--- src/rtl/cache_req_ctrl.sv ---
// cache_req_ctrl: sequences one CPU request at a time into a bank of cache sets.
//   clk, rst_n        : rising-edge clock, synchronous active-low reset
//   req_*             : CPU request (valid/ready, address, write flag, size, write data)
//   set_enable        : one-hot strobe to the addressed set, high for the single ISSUE cycle
//   set_write_enable  : 0=read, 1=write, 2=no-op
//   set_tag/.../n_ops : registered request fields and operation number presented to the set
//   set_out_data/miss/data_ready : reply from the selected set, honoured only in WAIT
//   resp_*            : CPU response (valid/ready, data, miss, error)
module cache_req_ctrl #(
   parameter int TIMEOUT  = 8,
   parameter int NUM_SETS = 4
) (
   input  logic                clk,
   input  logic                rst_n,
   input  logic                req_valid,
   output logic                req_ready,
   input  logic [31:0]         req_addr,
   input  logic                req_we,
   input  logic [1:0]          req_size,
   input  logic [63:0]         req_wdata,
   output logic [NUM_SETS-1:0] set_enable,
   output logic [2:0]          set_write_enable,
   output logic [23:0]         set_tag,
   output logic [5:0]          set_block_offset,
   output logic [1:0]          set_data_size,
   output logic [63:0]         set_write_data,
   output logic [31:0]         set_n_ops,
   input  logic [63:0]         set_out_data,
   input  logic                set_miss,
   input  logic                set_data_ready,
   output logic                resp_valid,
   input  logic                resp_ready,
   output logic [63:0]         resp_data,
   output logic                resp_miss,
   output logic                resp_err
);
   localparam int CW = $clog2(TIMEOUT + 1);
   typedef enum logic [1:0] {IDLE, ISSUE, WAIT, RESP} state_t;
   state_t state, state_nx;
   logic [23:0]   tag_q;
   logic [1:0]    idx_q;
   logic [5:0]    off_q;
   logic [1:0]    size_q;
   logic          we_q;
   logic [63:0]   wdata_q;
   logic [31:0]   n_ops;
   logic [CW-1:0] wait_cnt;
   logic          accept;
   logic          misaligned;
   logic          timed_out;
   assign accept     = state == IDLE && req_valid;
   // access crosses the 64-byte block when offset + 2^size exceeds 64
   assign misaligned = {1'b0, req_addr[5:0]} + (7'd1 << req_size) > 7'd64;
   // wait_cnt counts completed WAIT cycles, so this is the TIMEOUT-th one
   assign timed_out  = wait_cnt == CW'(TIMEOUT - 1);
   assign set_tag          = tag_q;
   assign set_block_offset = off_q;
   assign set_data_size    = size_q;
   assign set_write_data   = wdata_q;
   assign set_n_ops        = n_ops;
   always_ff @(posedge clk)
      state <= !rst_n ? IDLE : state_nx;
   always_comb begin
      state_nx = state == IDLE  ? (req_valid ? (misaligned ? RESP : ISSUE) : IDLE) :
                 state == ISSUE ? WAIT :
                 state == WAIT  ? (we_q || set_miss || set_data_ready || timed_out ? RESP : WAIT) :
                 resp_ready     ? IDLE : RESP;
   end
   always_comb begin
      req_ready        = state == IDLE;
      resp_valid       = state == RESP;
      set_enable       = state == ISSUE ? NUM_SETS'(1) << idx_q : '0;
      set_write_enable = state == ISSUE ? {2'b00, we_q} : 3'd2;
   end
   always_ff @(posedge clk) begin
      if (!rst_n) begin
         tag_q     <= '0;
         idx_q     <= '0;
         off_q     <= '0;
         size_q    <= '0;
         we_q      <= 1'b0;
         wdata_q   <= '0;
         n_ops     <= '0;
         wait_cnt  <= '0;
         resp_data <= '0;
         resp_miss <= 1'b0;
         resp_err  <= 1'b0;
      end else begin
         wait_cnt <= state == WAIT ? wait_cnt + CW'(1) : '0;
         if (accept) begin
            tag_q     <= req_addr[31:8];
            idx_q     <= req_addr[7:6];
            off_q     <= req_addr[5:0];
            size_q    <= req_size;
            we_q      <= req_we;
            wdata_q   <= req_wdata;
            n_ops     <= n_ops + 32'd1;
            resp_data <= '0;
            resp_miss <= 1'b0;
            resp_err  <= misaligned;
         end
         // miss outranks data_ready; writes only ever look at miss
         if (state == WAIT) begin
            if (set_miss)
               resp_miss <= 1'b1;
            else if (!we_q && set_data_ready)
               resp_data <= set_out_data;
            else if (!we_q && timed_out)
               resp_err <= 1'b1;
         end
      end
   end
endmodule

--- config.mk ---
export PLATFORM = sky130hd
export DESIGN_NAME = cache_req_ctrl
export DESIGN_NICKNAME = d
export VERILOG_FILES = /design/src/rtl/cache_req_ctrl.sv
export SDC_FILE = /design/constraint.sdc
export NUM_CORES = 1
export LEC_CHECK = 0
export ABC_AREA = 1
export CAP_MARGIN = 20
export CORE_AREA = 2 2 146 148
export DETAILED_ROUTE_END_ITERATION = 16
export DIE_AREA = 0 0 148 150
export PLACE_DENSITY = 0.82
export SLEW_MARGIN = 20
export SYNTH_ARGS = -nofsm -noshare
export SYNTH_HDL_FRONTEND = slang
export SYNTH_SLANG_ARGS = --single-unit
--- constraint.sdc ---
create_clock -name clk -period 4.2 [get_ports clk]
set_input_delay 0.84 -clock clk [delete_from_list [all_inputs] [get_ports clk]]
set_output_delay 0.84 -clock clk [all_outputs]
set_load 0.01 [all_outputs]
==> run metrics <==
outcome completed; R2R cell count 8; crit path from state[1]; CP Max Fanout 6; CP required 3.36 ns; Final WS setup 1.30 ns; I/O pin count 372; reg2reg start state[1]; PortBufs 370; reg2reg setup slack 2.10 ns; leakage power 0.00491 uW; n_diodes 0; Total Power 4800 uW; post-CTS setup buffers 0; DRT antenna net count 0; area share of the largest cell type after synthesis 50.0%; clk sinks 203; register area share after synthesis 50.0%; final setup fails 0; drt total wl 25300 um; unrepaired setup endpoints after global routing false; # DRC 0; pre-CTS WS 1.28 ns; count leader, synth nor2_1; Ys Warns 0; Clock Path Buffers 3; layout filler cell count 1823; CP Depth 4; critical path's top delay family buffers and inverters; drt pass-1 iters 5; WP data arrival 2.06 ns; total number of vias 8390; Worst setup SP type flip-flop; Max-slew headroom 39.9%; post-synth top area cell dfxtp_1; chip width 148 um; Distinct cells, synth 35; Mapped Avg Cell Area 7.47 um2; Vias/cell 4.90; FMAX 345 MHz; die height 150 um; largest net degree at the start of global routing 182; final instance area 0.0126 mm2; worst-path cell chain inv_1, nand2_1, nor3_1, clkdlybuf4s50_1; Starting DRT DRC Count 311; clk_skew 0.00909 ns; Hold Vio Cnt, Final 0; Reg area 0.00406 mm2; fraction of registers with async set/reset 0%; max-slew violation count 0; Cells after Synth 1088; clock-pin transition on the worst setup and hold timing paths 0.06 ns; top cells by count, synth nor2_1, dfxtp_1, o21ai_0, nand2_1, a21oi_1; WHS 0.454 ns; Area contributors post-synth dfxtp_1, nor2_1, o21ai_0; H-tree depth 1; later-pin clock latency in the skew report 0.51 ns; Core Rows 53; initial antenna violation count 0; # hold bufs at CTS 0; Nets 1601; Initial Utilization 39.3%; CP max stage delay 0.60 ns; clock buffer count from CTS 22; area of the multi-input gates 0.00350 mm2; period utilization 69.1%; vias in the first global route 8003; CP endpoint kind primary output; R2R Path End set_n_ops[26]; Tot GR Track Use 21.9%; first-pass GRT wire length 40000 um; layout cell share with drive strength beyond 1 4.60%; Post-CTS Resized 0; CTS root buf clkbuf_16; EDFF count, synth 0; slowest cell on the critical path clkdlybuf4s50_1; critical path type flip-flop to primary output; Placed Area 0.0120 mm2; power per cell area 381 mW/mm2; DP Wirelength 18100 um; Hold Path Class flip-flop to flip-flop; Max VDD drop 0.263 mV; Tmin final 2.90 ns; mean routed wirelength per cell 14.8 um; Routability Congestion 0.850; Least-Margin Pin Slew 0.900 ns; Mapped Nets 1264; Seq cells post-synth 203; Worst Setup EP set_enable[0]; cell area after synthesis 0.00813 mm2; max-cap violation count 0; Syn-to-layout area delta 54.9%; GRT overflow 0; Synth Flop Type dfxtp_1; CTS tree yes; CP bufs+invs 2; Placeable Area 0.0207 mm2; setup TNS 0 ns; die area 0.0222 mm2
[how the worst min path moves through the flow]
stage                     cells after the start                 end               start  slack, ns
after global placement                        1         wait_cnt[0]         wait_cnt[0]       0.43
after CTS                                     1         wait_cnt[0]         wait_cnt[0]       0.46
final                                         1         wait_cnt[0]         wait_cnt[0]       0.45
after detailed placement                      1         wait_cnt[0]         wait_cnt[0]       0.44
after global routing                          2  set_write_data[58]  set_write_data[58]       0.50
after floorplan                               1         wait_cnt[0]         wait_cnt[0]       0.42
[metrics by stage]
stage | utilization [%] | std cells
6_report | 60.9 | 1711
4_1_cts | 60.9 | 1711
3_3_place_gp | 57.8 | 1676
5_1_grt | 60.9 | 1711
2_1_floorplan | - | 1088
3_5_place_dp | 57.8 | 1676
[layout by cell type (no fill, tap or decap)]
cell and count:
nand2_4 2, conb_1 1, nor3_1 7, clkbuf_16 22, nor2_8 2, nand4_1 16, dfxtp_1 203, ha_1 6
fa_1 1, clkinv_2 4, nand3_2 2, a21oi_1 85, clkinv_8 1, nand2_1 88, clkinv_1 1, buf_12 3
nor2_4 4, o21ai_0 173, nor3b_1 3, nand3_1 22, clkbuf_8 2, nor3_2 1, nand2_2 7, inv_1 63
xor2_1 5, o21ai_1 1, or2_2 1, clkbuf_1 6, nor2_1 315, inv_2 2, xnor2_1 3, o21a_1 1
nand3b_1 1, nor2_2 5, nand4_2 1, clkdlybuf4s50_1 369, nor3b_2 1, buf_4 6
[final cells by class]
cell class / instances / share of cell area [%]
inverter: 66 / 1.97
sequential: 203 / 32.3
multi-input combinational: 754 / 27.8
clock inverter: 5 / 0.288
clock buffer: 30 / 4.77
tap: 275 / 2.73
timing repair buffer: 378 / 30.2
[registers in the layout (all words and copies together) (netlist names)]
signal	count
we_q	1
set_tag	24
idx_q	2
resp_data	64
set_data_size	2
set_write_data	64
set_n_ops	32
set_block_offset	6
resp_miss	1
wait_cnt	4
state	2
resp_err	1
[power by group]
group	internal, uW	total (uW)	switching (uW)
sequential	2060	2130	71.4
combinational	474	914	440
clock	995	1750	755
[worst reg2reg max path, delay by kind of cell, from the launching register on]
kind / cells / cell delay, ns
buffers and inverters: 2 / 0.52
AND/OR/NAND/NOR: 6 / 1.18
flip-flops: 1 / 0.35
[per-layer routing]
| metal | vias up | global-route usage [%] | share of wire (%) |
|---|---|---|---|
| met1 | 3839 | 25.4 | 40 |
| li1 | 4186 | - | - |
| met3 | 65 | 5.52 | 7.4 |
| met2 | 300 | 38.8 | 49 |
| met4 | 0 | 8.81 | 3.8 |
| met5 | - | 0 | 0 |
[kinds of logic after synthesis]
| group | after synthesis | synth area share, % |
|---|---|---|
| AND/OR/NAND/NOR | 478 | 25.0 |
| adder cells (fa/ha/maj) | 7 | 1.17 |
| buffers and inverters | 131 | 6.90 |
| other | 1 | 0.0461 |
| flip-flops | 203 | 50.0 |
| AO/OA/AOI/OAI | 260 | 16.0 |
| XOR/XNOR | 8 | 0.862 |
Power figures use the tool's default switching activity.
